--- config.mk ---
export PLATFORM = sky130hd
export DESIGN_NAME = radar_stream_rx
export DESIGN_NICKNAME = d
export VERILOG_FILES = /design/src/rtl/radar_stream_rx.sv
export SDC_FILE = /design/constraint.sdc
export NUM_CORES = 1
export LEC_CHECK = 0
export ABC_AREA = 1
export BUFFER_PORTS_ARGS = -buffer_cell sky130_fd_sc_hd__buf_4
export CAP_MARGIN = 20
export CORE_ASPECT_RATIO = 1.5
export CORE_MARGIN = 10
export CORE_UTILIZATION = 30
export CTS_CLUSTER_SIZE = 40
export DETAILED_ROUTE_END_ITERATION = 10
export PLACE_DENSITY_LB_ADDON = 0.3
export SLEW_MARGIN = 20
export SYNTH_ARGS = -nofsm -noshare
export SYNTH_HDL_FRONTEND = slang
export SYNTH_SLANG_ARGS = --single-unit
--- constraint.sdc ---
create_clock -name clock -period 20.4 [get_ports clock]
set_clock_uncertainty 0.1 [all_clocks]
set_input_delay 0 -clock clock [delete_from_list [all_inputs] [get_ports clock]]
set_output_delay 0 -clock clock [all_outputs]
set_load 0.02 [all_outputs]
--- src/rtl/radar_stream_rx.sv ---
// radar_stream_rx
//   Accepts wide radar beats (LANES samples, two pixel positions per beat),
//   frames them with a small IDLE/FRAME state machine, buffers accepted beats
//   in a FIFO and serializes them one sample per out_valid/out_ready word.
// Ports
//   clock, reset                 : rising-edge clock, async active-high reset
//   row_idx1/col_idx1            : coordinates of lanes 0..LANES/2-1
//   row_idx2/col_idx2            : coordinates of lanes LANES/2..LANES-1
//   channel_num                  : channel tag of the beat
//   data_start/data_end          : first/last beat of a frame (qualified by data_vaild)
//   data_vaild                   : beat qualifier
//   pixel_out                    : beat payload, lane k at [k*DATA_WIDTH +: DATA_WIDTH]
//   out_data/out_row/out_col/out_channel/out_first/out_last/out_valid, out_ready
//                                : serialized word stream with handshake
//   frame_count, beat_count      : completed frames / beats written to the FIFO
//   err_overflow/orphan/restart  : sticky error flags
module radar_stream_rx #(
   parameter int DATA_WIDTH = 16,
   parameter int LANES      = 10,
   parameter int FIFO_DEPTH = 4
) (
   input  logic                        clock,
   input  logic                        reset,
   input  logic [10:0]                 row_idx1,
   input  logic [10:0]                 col_idx1,
   input  logic [10:0]                 row_idx2,
   input  logic [10:0]                 col_idx2,
   input  logic [3:0]                  channel_num,
   input  logic                        data_start,
   input  logic                        data_end,
   input  logic                        data_vaild,
   input  logic [DATA_WIDTH*LANES-1:0] pixel_out,
   output logic [DATA_WIDTH-1:0]       out_data,
   output logic [10:0]                 out_row,
   output logic [10:0]                 out_col,
   output logic [3:0]                  out_channel,
   output logic                        out_valid,
   input  logic                        out_ready,
   output logic                        out_first,
   output logic                        out_last,
   output logic [15:0]                 frame_count,
   output logic [15:0]                 beat_count,
   output logic                        err_overflow,
   output logic                        err_orphan,
   output logic                        err_restart
);
   localparam int AW   = (FIFO_DEPTH > 1) ? $clog2(FIFO_DEPTH) : 1;
   localparam int LW   = (LANES > 1) ? $clog2(LANES) : 1;
   localparam int HALF = LANES / 2;

   typedef struct packed {
      logic [DATA_WIDTH*LANES-1:0] payload;
      logic [10:0]                 row1, col1, row2, col2;
      logic [3:0]                  ch;
      logic                        first, last;
   } beat_t;

   typedef enum logic {IDLE, FRAME} state_t;

   state_t        state;
   beat_t         mem [FIFO_DEPTH];
   logic [AW-1:0] wr_ptr, rd_ptr;
   logic [AW:0]   count;
   logic [LW-1:0] lane;

   logic  accept, full, wr_en, load, pop;
   beat_t head, wr_beat;

   // A beat is taken if it opens a frame or arrives inside one.
   assign accept = data_vaild && (state == FRAME || data_start);
   // Occupancy before this edge: a same-cycle pop does not make room.
   assign full   = (count == (AW+1)'(FIFO_DEPTH));
   assign wr_en  = accept && !full;
   assign head   = mem[rd_ptr];
   // Output register refills whenever it is empty or being consumed.
   assign load   = (count != '0) && (!out_valid || out_ready);
   assign pop    = load && (lane == LW'(LANES-1));

   assign wr_beat = '{payload: pixel_out, row1: row_idx1, col1: col_idx1,
                      row2: row_idx2, col2: col_idx2, ch: channel_num,
                      first: data_start, last: data_end};

   // Payload storage carries no reset; validity lives in count.
   always_ff @(posedge clock) begin
      if (wr_en) mem[wr_ptr] <= wr_beat;
   end

   always_ff @(posedge clock or posedge reset) begin
      if (reset) begin
         state        <= IDLE;
         wr_ptr       <= '0;
         rd_ptr       <= '0;
         count        <= '0;
         lane         <= '0;
         out_valid    <= 1'b0;
         out_data     <= '0;
         out_row      <= '0;
         out_col      <= '0;
         out_channel  <= '0;
         out_first    <= 1'b0;
         out_last     <= 1'b0;
         frame_count  <= '0;
         beat_count   <= '0;
         err_overflow <= 1'b0;
         err_orphan   <= 1'b0;
         err_restart  <= 1'b0;
      end else begin
         // framing
         if (data_vaild) begin
            case (state)
               IDLE: begin
                  if (!data_start)   err_orphan <= 1'b1;
                  else if (!data_end) state     <= FRAME;
               end
               FRAME: begin
                  if (data_start) err_restart <= 1'b1;
                  if (data_end)   state       <= IDLE;
               end
               default: state <= IDLE;
            endcase
         end
         if (accept && full) err_overflow <= 1'b1;

         // FIFO bookkeeping
         if (wr_en) begin
            wr_ptr     <= wr_ptr + 1'b1;
            beat_count <= beat_count + 16'd1;
            if (data_end) frame_count <= frame_count + 16'd1;
         end
         if (pop) rd_ptr <= rd_ptr + 1'b1;
         case ({wr_en, pop})
            2'b10:   count <= count + 1'b1;
            2'b01:   count <= count - 1'b1;
            default: count <= count;
         endcase

         // serializer
         if (load) begin
            out_valid   <= 1'b1;
            out_data    <= head.payload[lane*DATA_WIDTH +: DATA_WIDTH];
            out_row     <= (lane < LW'(HALF)) ? head.row1 : head.row2;
            out_col     <= (lane < LW'(HALF)) ? head.col1 : head.col2;
            out_channel <= head.ch;
            out_first   <= head.first && (lane == '0);
            out_last    <= head.last && (lane == LW'(LANES-1));
            lane        <= pop ? '0 : lane + 1'b1;
         end else if (out_ready) begin
            out_valid <= 1'b0;
         end
      end
   end
endmodule

After elaboration in Yosys (flattened, before gate mapping):

Memory sizes are Yosys's and may differ from the RTL's.
Cells that the tools add are included.

* bits in registers: 92
* memory bits (writable): 840
* input port bits: 214
* output and inout port bits: 80
* logic and storage cells: 62
* memories: 1

* $add $sub $neg: 7
* order comparisons: 1
* equality and inequality tests: 4
* shifts and indexed selects: 1
* muxes and demuxes: 11
* bitwise operators: 2
* reductions and logical operators: 18

Memories
* mem: depth 4, width 210, read ports 1, clocked after Yosys merged registers in 0, wr ports 1, RTL line 61 `beat_t mem [FIFO_DEPTH];`

Operators with widths (count)
* $shiftx A160 B9 Y16: 1
* $add A16 B1 Y16 const B: 2
* $mux W11: 2
* $logic_and A1 B1 Y1: 7
* $mux W1: 6
* $pmux W3 S2: 1
* $reduce_and A3 Y1: 2
* $add A2 B1 Y2 const B: 2
* $add A4 B1 Y4 const B: 1
* $eq A4 B4 Y1 const B: 1
* $logic_not A4 Y1: 1
* $lt A4 B3 Y1 const B: 1
* $mux W4: 1
* $reduce_bool A2 Y1: 2
* $add A3 B1 Y3 const B: 1
* $eq A3 B3 Y1 const B: 1
* $reduce_bool A3 Y1: 1
* $sub A3 B1 Y3 const B: 1
* $eq A2 B1 Y1 const B: 1
* $eq A2 B2 Y1 const B: 1
* $logic_not A1 Y1: 2
* $logic_or A1 B1 Y1: 2
* $not A1 Y1: 2
* $pmux W1 S2: 1
* $reduce_and A2 Y1: 1

Depth between registers and ports, before layout:

Gate-level depths: netlist of the first run.

* depth after elaboration: 6
* gate-level depth with buffers: 15
* mapped depth without buffers: 13

Worst setup path before layout of the first run:

OpenSTA, ideal clock, no wires.

* path type: reg2reg
* start: register count[0]
* end: memory mem[0][0] in the netlist's numbering (enable)
* setup time: 0.784 ns
* arrival: 9.394 ns
* required time: 19.516 ns
* path slack: 10.123 ns
* cell stages (with the launch flop): 5
* period minus slack after synthesis: 10.277 ns
* cells stage by stage: dfrtp_1 inv_2 nand3_2 nand2_2 nor2_1

* cells in the longest elaborated chain, start to end: 5

Ends and longest elaborated chain
* start, declared: RTL line 63 `logic [AW:0] count;`
* start signal, assigned: RTL line 132 `2'b10: count <= count + 1'b1;`
* start signal, assigned: RTL line 133 `2'b01: count <= count - 1'b1;`
* start signal, assigned: RTL line 134 `default: count <= count;`
* $eq A3 B3 Y1: RTL line 72 `assign full = (count == (AW+1)'(FIFO_DEPTH));`
* $logic_not A1 Y1: RTL line 73 `assign wr_en = accept && !full;`
* $logic_and A1 B1 Y1: RTL line 73
* $mux W1: RTL line 85 `if (wr_en) mem[wr_ptr] <= wr_beat;`
* $mux W1 (not written as such): RTL line 85
* end, declared: RTL line 61

Every way passes these cells.

Final worst setup path of the first run:

* start: register rd_ptr[0]
* end: register out_data[6]

* cells in the longest elaborated chain, start to end: 2

Ends and longest elaborated chain
* start, declared: RTL line 62 `logic [AW-1:0] wr_ptr, rd_ptr;`
* start signal, assigned: RTL line 130 `if (pop) rd_ptr <= rd_ptr + 1'b1;`
* $mem_v2 Z4 W210
* $shiftx A160 B9 Y16: RTL line 140 `out_data <= head.payload[lane*DATA_WIDTH +: DATA_WIDTH];`
* end signal, assigned: RTL line 140
* end, declared: RTL line 33 `output logic [DATA_WIDTH-1:0] out_data,`

Every way passes these cells.
A chain may end at the register's enable or synchronous reset.

==> results of run 1 <==
## metrics by stage
| stage | setup slack (ns) | total power [mW] | hold WS [ns] | cell area [µm²] |
|---|---|---|---|---|
| 6_report | 16.17 | 6.488 | 0.02727 | 49990 |
| 2_1_floorplan | 10.12 | 4.073 | -0.003551 | 39180 |
| 4_1_cts | 16.16 | 6.573 | 0.001596 | 49920 |
| 3_5_place_dp | 16.18 | 4.799 | 0.09532 | 42950 |
| 5_1_grt | 15.79 | 6.891 | 0.003819 | 49960 |
| 3_3_place_gp | 16.23 | 4.794 | 0.09349 | 42950 |
## worst min-delay path by stage
stage | start | end | slack [ns] | cells past startpoint
final | pixel_out[44] | mem[0][94]$_DFFE_PP_ | 0.03 | 2
after global routing | pixel_out[99] | mem[3][149]$_DFFE_PP_ | 0.004 | 2
after CTS | pixel_out[125] | mem[3][175]$_DFFE_PP_ | 0.002 | 2
after detailed placement | reset | beat_count[4]$_DFFE_PP0P_ | 0.1 | 2
after global placement | out_ready | out_valid$_DFFE_PP0P_ | 0.09 | 2
after floorplan | out_ready | out_valid$_DFFE_PP0P_ | -0.004 | 1
## power groups by stage
stage               combinational (mW)  clock, mW  sequential [mW]
floorplan                         1.39          0             2.68
global placement                  2.20          0             2.60
detailed placement                2.20          0             2.60
CTS                               2.28       1.73             2.56
global route                      2.49       1.81             2.59
finish                            2.24       1.69             2.56
## registers in the layout, indices dropped and copies added, names as in the netlist, 2 cells and up
register and cells:
out_row 11, out_channel 4, out_data 16, lane 4
beat_count 16, out_col 11, frame_count 16, count 3
wr_ptr 2, mem 840, rd_ptr 2
## cell type report
cell class | instances | area, µm² | area share
Sequential cell | 932 | 27540 | 0.5508
Inverter | 507 | 1921 | 0.03842
Clock buffer | 129 | 2628 | 0.05256
Timing Repair Buffer | 729 | 6524 | 0.1305
Multi-Input combinational cell | 1977 | 8817 | 0.1764
Clock inverter | 45 | 365.4 | 0.007308
Tap cell | 1722 | 2155 | 0.04310
Antenna cell | 20 | 50.05 | 0.001001
## per-layer routing
metal / share of wire / wire, µm / GRT usage / vias to the layer above
met1: 0.44 / 49870 / 0.2012 / 13300
met3: 0.064 / 7280 / 0.03464 / 145
li1: - / - / - / 13120
met2: 0.48 / 55130 / 0.2555 / 736
met5: 0.00094 / 108 / 0 / -
met4: 0.019 / 2134 / 0.03669 / 16
## cell usage in the layout, fill, tap and decap left out, drive strengths merged, types with 10 or more instances in the layout
cell type / Yosys / layout
nand2: 1129 / 1129
edfxtp: 840 / 840
inv: 503 / 510
dlygate4sd3: 0 / 397
nand3: 371 / 371
buf: 115 / 332
nor2: 184 / 184
o21ai: 131 / 131
clkbuf: 61 / 129
dfrtp: 92 / 92
o211ai: 36 / 36
clkinv: 4 / 35
o22ai: 25 / 25
xor2: 23 / 23
o221ai: 22 / 22
diode: 0 / 20
or2: 17 / 17
ha: 10 / 10
## logic make-up after synthesis
group                      after synthesis  synth area share
and+or+nand+nor                       1710            0.1781
AOI/OAI and AO/OA                      224           0.03468
DFF                                    932            0.7025
xor gates and xnor gates                32          0.007153
buffers and inverters                  683           0.07383
adders and majority gates               11          0.003704
==> out/results.txt, run 1 <==
run status -> completed
fraction of registers with async set/reset -> 0.09871
final design utilization -> 0.3848
row count -> 162
CTS sink count -> 932
predominant post-synthesis flop cell -> edfxtp_1
Tcrit/Tclk final -> 0.2071
R2R Setup Slk -> 16.17 ns
Worst-Margin Slew -> 1.097 ns
number of synthesized register bits -> 932
total track usage -> 0.1538
WL per Instance -> 18.90 µm
Crit-path slowest cell -> buf_4
I/O Buffers -> 293
RR Startpoint -> rd_ptr[0]$_DFFE_PP0P_
largest net degree at the start of global routing -> 188
H-tree depth -> 3
GP Congestion -> 0.7791
detail-routed via count per cell -> 4.506
Post-Synthesis Cells -> 3,592
Starting DRT DRC Count -> 2,104
CTS tree -> done
Ys Warns -> 0
Top-Level Pins -> 294
Crit Path Class -> flop to flop
WP buf/inv -> 5
Sw Share -> 0.3798
post-layout min period -> 4.226 ns
WP data required -> 20.91 ns
DP HPWL -> 69,030 µm
slowest cell delay on critical path -> 0.81 ns
placed instance count -> 5,469
CTS max path bufs -> 3
synth unique cells -> 40
CP Capture Type -> flop
worst hold-check path type -> input port to flop
Yosys top cell by area -> edfxtp_1
clock power share -> 0.260
DR DRC count -> 0
initial antenna violation count -> 34
Crit path max-delay family -> buffers and inverters
critical path depth -> 12
post-CTS setup buffer count -> 0
synth top area cells -> edfxtp_1 (64%), nand2_1 (11%), dfrtp_1 (5.9%), inv_1 (4.8%), nand3_1 (4.7%)
Max rail drop VDD -> 102.2 µV
setup TNS -> 0 ns
DIE WIDTH -> 315.1 µm
worst-path cell chain -> inv_8 -> buf_12 -> buf_4 -> nand2_1 -> nand3_1 -> nand3_1 -> nand3_1 -> nand2_1 -> inv_1 -> nand3_1 -> nand2_1 -> inv_1
Fin. Hold Viols -> 0
Worst path most repeated cell -> nand3_1
Startpoint Class -> flop
Crit Path Max Fanout -> 187
leading cell types by count after synthesis -> nand2_1 (1,126), edfxtp_1 (840), inv_1 (500), nand3_1 (370), nor2_1 (181)
nets@finish -> 4,466
Max Cap Viol -> 0
part of the power in combinational logic -> 0.345
Power Density -> 129.8 nW/µm²
Slew headroom -> 0.2688
CTS Hold Bufs -> 397
clock slew at reported path FFs -> 0.06 ns
Critical Path AT -> 4.73 ns
CTS buffer count -> 94
Total Routed Length -> 114,500 µm
P_sw -> 2.465 mW
number of flops mapped to enable cells by yosys -> 840
Static Leak -> 20.66 nW
Reg2Reg Depth -> 12
sequential fraction of design power -> 0.395
Layout Cells excl Fill -> 6,061
Reg-to-Reg End -> out_data[6]$_DFFE_PP0P_
Pins Over Slew Limit -> 0
RSZ-0062 raised after global routing -> false
Fill cells -> 12,540
clock latency on the worst-skew pair -> 0.71 ns
Yosys top cell area share -> 0.6438
Vert. Die Dim -> 462.6 µm
DIE AREA -> 145,800 µm²
first-pass GRT wire length -> 172,300 µm
Crit. Startpoint -> rd_ptr[0]$_DFFE_PP0P_
CP endpoint -> out_data[6]$_DFFE_PP0P_
most common cell in the netlist -> nand2_1
setup violators final -> 0
remaining antenna violation count -> 0
GRT overflow -> 0
Highest Clock Rate -> 236.6 MHz
area delta synth->final -> 27.59%
Mean Syn Cell Area -> 10.91 µm²
internal power -> 4.024 mW
Vias -> 27,310
Pre-antenna DRT Iters -> 5
initial core utilization -> 0.3016
Post-Syn Nets -> 3,817
share of cells above drive strength 1 -> 0.1188
Core Box Area -> 129,900 µm²
vias in the first global route -> 27,250
CTS resizes -> 0
clk root buf -> clkbuf_16
sequential cell area fraction in the yosys report -> 0.7025
synthesized area -> 39,180 µm²
Power figures use the tool's default switching activity.
==> inputs of run 2 (changes only) <==
==> constraint.sdc (replaced) <==
create_clock -name clock -period 3.78 [get_ports clock]
set_clock_uncertainty 0.1 [all_clocks]
set_input_delay 0 -clock clock [delete_from_list [all_inputs] [get_ports clock]]
set_output_delay 0 -clock clock [all_outputs]
set_load 0.02 [all_outputs]
==> run 2 against run 1 <==
Against the previous run: count of clock-buffer cells in the layout decreased by 2; final cell count about the same; global-route usage decreased by 0.37 points; setup slack got worse by 15 ns; sequential share of layout area decreased by 0.083 points; core utilization increased by 0.058 points; hold slack got worse by 0.0045 ns; combinational power increased to 5.6 times the previous value; register-to-register slack got worse by 15 ns; final area increased by 0.15%; clock power increased to 5.2 times the previous value; first-iteration DRC count decreased by 12%; critical path type unchanged; critical endpoint is now out_data[12]$_DFFE_PP0P_.
==> out/results.txt, run 2 (synthesis gave the netlist of run 1 again) <==
clk root buf -> clkbuf_16
CTS buffer count -> 93 (-1.1%)
hold slack -> 0.02281 ns (-0.004463 ns)
Worst-Margin Slew -> 1.036 ns (-0.06113 ns)
Tcrit/Tclk final -> 0.6769 (+0.4698)
detail-routed via count per cell -> 4.497 (-0.21%)
run status -> completed
vias in the first global route -> 26,630 (-2.3%)
worst hold-check path type -> input port to flop
Pre-antenna DRT Iters -> 5 (unchanged)
Total Routed Length -> 111,900 µm (-2.3%)
Slew headroom -> 0.3080 (+0.03912)
Fin. Hold Viols -> 0 (unchanged)
Critical Path AT -> 3.09 ns (-1.64 ns)
H-tree depth -> 3 (unchanged)
first-pass GRT wire length -> 168,100 µm (-2.5%)
Vias -> 27,240 (-0.28%)
CTS Hold Bufs -> 375 (-5.5%)
Static Leak -> 20.65 nW (about the same)
CP Capture Type -> flop
initial antenna violation count -> 46 (+35%)
CTS tree -> done
Crit Path Max Fanout -> 32 (-83%)
Startpoint Class -> flop
Max Cap Viol -> 0 (unchanged)
DP HPWL -> 68,370 µm (-0.96%)
total track usage -> 0.1500 (-0.003736)
Top-Level Pins -> 294 (unchanged)
CTS max path bufs -> 3 (unchanged)
P_sw -> 13.30 mW (+440%)
GP Congestion -> 0.7595 (-2.5%)
Core Box Area -> 129,900 µm² (unchanged)
I/O Buffers -> 293 (unchanged)
initial core utilization -> 0.3016 (unchanged)
largest net degree at the start of global routing -> 164 (-13%)
Starting DRT DRC Count -> 1,851 (-12%)
Total Power -> 34.99 mW (+440%)
RSZ-0062 raised after global routing -> false
remaining antenna violation count -> 0 (unchanged)
Power Density -> 698.9 nW/µm² (+440%)
nets@finish -> 4,455 (-0.25%)
clock slew at reported path FFs -> 0.06 ns (about the same)
Pins Over Slew Limit -> 0 (unchanged)
post-CTS setup buffer count -> 0 (unchanged)
clock power share -> 0.253 (-0.007)
most frequent cells in the layout -> nand2_1 (1,126), edfxtp_1 (840), inv_1 (497), dlygate4sd3_1 (375), nand3_1 (370)
sequential fraction of design power -> 0.389 (-0.006)
Top reg by flops -> mem
CTS resizes -> 0 (unchanged)
area delta synth->final -> 27.78%
WP data required -> 4.31 ns (-16.60 ns)
Vert. Die Dim -> 462.6 µm (unchanged)
Crit Path Class -> flop to flop
Sw Share -> 0.3801 (about the same)
DIE WIDTH -> 315.1 µm (unchanged)
GRT overflow -> 0 (unchanged)
CTS sink count -> 932 (unchanged)
Highest Clock Rate -> 390.8 MHz (+65%)
post-layout min period -> 2.559 ns (-1.667 ns)
setup violators final -> 0 (unchanged)
most common cell after layout, fill and taps aside -> nand2_1
part of the power in combinational logic -> 0.357 (+0.012)
max reg flops -> 840 (unchanged)
share of cells above drive strength 1 -> 0.1202 (+0.001436)
internal power -> 21.69 mW (+440%)
row count -> 162 (unchanged)
Layout Cells excl Fill -> 6,057 (-0.066%)
Max rail drop VDD -> 713.7 µV (+600%)
placed instance count -> 5,482 (+0.24%)
clock latency on the worst-skew pair -> 0.68 ns (-0.03 ns)
DR DRC count -> 0 (unchanged)
DIE AREA -> 145,800 µm² (unchanged)
Fill cells -> 12,510 (-0.23%)
WL per Instance -> 18.47 µm (-2.3%)
==> run 2: cell count changes in the layout (fill, tap and decap cells not counted), sizes merged, moves of 2 or more <==
cell	change
buf	+12
clkbuf	-2
clkinv	+5
diode	+6
dlygate4sd3	-22
==> run 2: per-layer routing <==
metal,up-vias,GRT usage,wire [µm]
met4,36,0.04662,2807
li1,13110,-,-
met3,178,0.03625,7398
met1,13190,0.1965,48850
met5,-,0,209
met2,727,0.2422,52600
==> run 2: final timing paths <==
kind,start,end,slack (ns),cells after the start
min in group asynchronous,reset,beat_count[1]$_DFFE_PP0P_,0.51,4
worst min-delay path,row_idx1[3],mem[1][42]$_DFFE_PP_,0.02,2
worst max register to register,lane[0]$_DFFE_PP0P_,out_data[12]$_DFFE_PP0P_,1.22,9
worst min register to register,beat_count[15]$_DFFE_PP0P_,beat_count[15]$_DFFE_PP0P_,0.38,1
max in group asynchronous,reset,rd_ptr[0]$_DFFE_PP0P_,2.15,5
worst max-delay path,lane[0]$_DFFE_PP0P_,out_data[12]$_DFFE_PP0P_,1.22,9
==> run 2: worst max-delay path, cell delays in order (launching register included) <==
cell and delay (ns):
dfrtp_2 0.62, nor2_4 0.88, nand2_1 0.14, nand2_1 0.24, inv_1 0.07, nand2_1 0.14
nand2_1 0.07, nand3_1 0.11, nand2_1 0.05, inv_1 0.04
==> run 2: area by class of cell <==
| cell class | instances | area [µm²] | share of cell area |
|---|---|---|---|
| Clock inverter | 47 | 357.8 | 0.007147 |
| Multi-Input combinational cell | 1977 | 8842 | 0.1766 |
| Tap cell | 1722 | 2155 | 0.04303 |
| Sequential cell | 932 | 27540 | 0.5499 |
| Antenna cell | 26 | 65.06 | 0.001299 |
| Inverter | 507 | 1918 | 0.03831 |
| Timing Repair Buffer | 719 | 6649 | 0.1328 |
| Clock buffer | 127 | 2547 | 0.05088 |
==> run 2: power groups by stage <==
| stage | clock, mW | combinational (mW) | sequential [mW] |
|---|---|---|---|
| floorplan | 0 | 7.56 | 14.1 |
| global placement | 0 | 12.3 | 13.8 |
| detailed placement | 0 | 12.4 | 13.8 |
| CTS | 9.10 | 12.8 | 13.6 |
| global route | 9.49 | 13.9 | 13.8 |
| finish | 8.85 | 12.5 | 13.6 |
==> run 2: metrics by stage <==
step	util	setup TNS (ns)	cell area, µm²	setup slack [ns]
floorplan	-	-450.15	39240	-0.5485
global placement	0.3336	0	43350	1.231
detailed placement	0.3336	0	43350	1.209
CTS	0.3849	0	50000	1.197
global route	0.3851	0	50040	1.045
finish	0.3854	0	50070	1.221
==> inputs of run 3 (changes only) <==
==> constraint.sdc (replaced) <==
create_clock -name clock -period 2.4 [get_ports clock]
set_clock_uncertainty 0.1 [all_clocks]
set_input_delay 0 -clock clock [delete_from_list [all_inputs] [get_ports clock]]
set_output_delay 0 -clock clock [all_outputs]
set_load 0.02 [all_outputs]
==> run 3 against run 2 <==
Against the previous run: global-route usage is 0.61 points higher; final area up 2.7%; via count increased by 1.0%; register-to-register slack lost 1.1 ns; setup slack got worse by 1.1 ns; first-iteration DRC count grew 15%; core utilization up 1.0 points; final cell count is 1.2% higher; sequential share of layout area fell by 1.5 points; die area unchanged; flip-flop and latch count did not move; clock power rose by 69%; largest cell class unchanged.
==> out/results.txt, run 3 (synthesis gave the netlist of run 1 again) <==
clock power share -> 0.259 (+0.006)
clock latency on the worst-skew pair -> 0.71 ns (+0.03 ns)
Finished Cell Area -> 51,430 µm² (+2.7%)
most common cell after layout, fill and taps aside -> nand2_1
GRT overflow -> 0 (unchanged)
placed inst area -> 44,320 µm² (+2.2%)
Crit-path slowest cell -> dfrtp_4
RSZ-0062 raised after global routing -> false
post-CTS setup buffer count -> 0 (unchanged)
WL per Instance -> 18.90 µm (+2.3%)
Worst-Margin Slew -> 0.6226 ns (-0.4130 ns)
Starting DRT DRC Count -> 2,133 (+15%)
CP Capture Type -> flop
Fill cells -> 12,460 (-0.34%)
final design utilization -> 0.3958 (+0.01045)
most frequent cells in the layout -> nand2_1 (1,126), edfxtp_1 (840), inv_1 (497), dlygate4sd3_1 (394), nand3_1 (370)
Vias -> 27,520 (+1.0%)
hold slack -> 0.02245 ns (-0.0003653 ns)
Tcrit/Tclk final -> 0.9391 (+0.2621)
Worst path most repeated cell -> nand3_1
worst hold-check path type -> input port to flop
Top-Level Pins -> 294 (unchanged)
total track usage -> 0.1561 (+0.006084)
initial core utilization -> 0.3016 (unchanged)
WP buf/inv -> 5 (+3)
run status -> completed
Max Cap Viol -> 0 (unchanged)
slowest cell delay on critical path -> 0.56 ns (-0.32 ns)
share of cells above drive strength 1 -> 0.1365 (+0.01627)
Fin. Hold Viols -> 0 (unchanged)
Core Box Area -> 129,900 µm² (unchanged)
Highest Clock Rate -> 443.7 MHz (+14%)
pre-CTS setup slack -> 0.09806 ns (-1.111 ns)
Slew headroom -> 0.5840 (+0.2761)
Crit path max-delay family -> buffers and inverters
post-layout min period -> 2.254 ns (-0.3051 ns)
worst-path cell chain -> clkinv_8 -> buf_12 -> buf_12 -> nand2_1 -> nand3_1 -> nand3_1 -> nand3_1 -> nand2_1 -> inv_1 -> nand3_1 -> nand2_1 -> inv_1
initial antenna violation count -> 37 (-20%)
CTS max path bufs -> 3 (unchanged)
clk root buf -> clkbuf_16
max reg flops -> 840 (unchanged)
Crit Path Max Fanout -> 34 (+6.3%)
Pre-antenna DRT Iters -> 5 (unchanged)
H-tree depth -> 3 (unchanged)
Sw Share -> 0.3712 (-0.008899)
Critical Path AT -> 2.74 ns (-0.35 ns)
DIE WIDTH -> 315.1 µm (unchanged)
nets@finish -> 4,542 (+2.0%)
setup TNS -> 0 ns (unchanged)
detail-routed via count per cell -> 4.490 (-0.16%)
GP Congestion -> 0.7867 (+3.6%)
CTS sink count -> 932 (unchanged)
Startpoint Class -> flop
Crit Path Class -> flop to flop
Power Density -> 1122 nW/µm² (+61%)
CTS buffer count -> 93 (unchanged)
I/O Buffers -> 293 (unchanged)
DP HPWL -> 74,830 µm (+9.5%)
Static Leak -> 21.32 nW (+3.2%)
Total Routed Length -> 115,800 µm (+3.6%)
vias in the first global route -> 27,480 (+3.2%)
row count -> 162 (unchanged)
first-pass GRT wire length -> 175,000 µm (+4.1%)
CTS tree -> done
DIE AREA -> 145,800 µm² (unchanged)
Top reg by flops -> mem
Vert. Die Dim -> 462.6 µm (unchanged)
P_sw -> 21.41 mW (+61%)
WP data required -> 2.88 ns (-1.43 ns)
area delta synth->final -> 31.25%
Pins Over Slew Limit -> 0 (unchanged)
largest net degree at the start of global routing -> 105 (-36%)
Max rail drop VDD -> 720.7 µV (+0.98%)
internal power -> 36.27 mW (+67%)
remaining antenna violation count -> 0 (unchanged)
setup violators final -> 0 (unchanged)
DR DRC count -> 0 (unchanged)
sequential fraction of design power -> 0.373 (-0.016)
post-layout worst setup margin -> 0.1462 ns (-1.075 ns)
part of the power in combinational logic -> 0.367 (+0.010)
clock slew at reported path FFs -> 0.06 ns (about the same)
==> run 3: changes by cell type in the layout (fill, tap and decap cells not counted), sizes merged <==
| cell | before | now |
|---|---|---|
| diode | 26 | 12 |
| clkbuf | 127 | 122 |
| buf | 344 | 412 |
| dlygate4sd3 | 375 | 394 |
| clkinv | 40 | 35 |
| clkinvlp | 3 | 6 |
| bufinv | 2 | 9 |
==> run 3: routing by layer <==
metal  share of wire  GRT usage  vias up
met5          0.0017          0        -
met4           0.018    0.03784       34
met3           0.064    0.03545      153
met2            0.49     0.2602      754
met1            0.43     0.2031    13290
li1                -          -    13290
==> run 3: through the flow <==
stage / instances / power [mW]
after CTS: 6118 / 58.51
after global placement: 5550 / 42.73
after floorplan: 3592 / 34.16
final: 6130 / 57.68
after global routing: 6125 / 61.23
after detailed placement: 5550 / 42.79
==> run 3: area by class of cell <==
type	count	area [µm²]	share of cell area
flip-flops and latches	932	27540	0.5354
multi-input cells	1977	8842	0.1719
repair buffers	806	7812	0.1519
clock buffers	122	2569	0.04995
well taps	1722	2155	0.04190
inverters	507	1924	0.03742
clock inverters	52	559.3	0.01088
diodes	12	30.03	0.0005839
==> run 3: worst paths after layout <==
check	from	slack, ns	to	depth (start not counted)
worst max-delay path	rd_ptr[0]$_DFFE_PP0P_	0.15	out_data[5]$_DFFE_PP0P_	12
worst min-delay path	pixel_out[116]	0.02	mem[2][166]$_DFFE_PP_	2
worst max register to register	rd_ptr[0]$_DFFE_PP0P_	0.15	out_data[5]$_DFFE_PP0P_	12
worst min register to register	beat_count[15]$_DFFE_PP0P_	0.37	beat_count[15]$_DFFE_PP0P_	1
max in group asynchronous	reset	0.99	out_first$_DFFE_PP0P_	5
min in group asynchronous	reset	0.43	beat_count[4]$_DFFE_PP0P_	4
==> run 3: what timing repair did <==
| action | in CTS | in global routing |
|---|---|---|
| endpoints found under the setup margin | 0 | 1 |
| hold buffers | 394 | 0 |
| hold endpoints to repair | 975 | 0 |
| resized for setup | 0 | 1 |
==> run 3: power groups by stage <==
stage	combinational [mW]	clock, mW	sequential (mW)
after floorplan	11.9	0	22.2
after global placement	20.9	0	21.8
after detailed placement	20.9	0	21.9
after CTS	21.6	15.4	21.5
after global routing	23.5	16.0	21.8
final	21.2	15.0	21.5
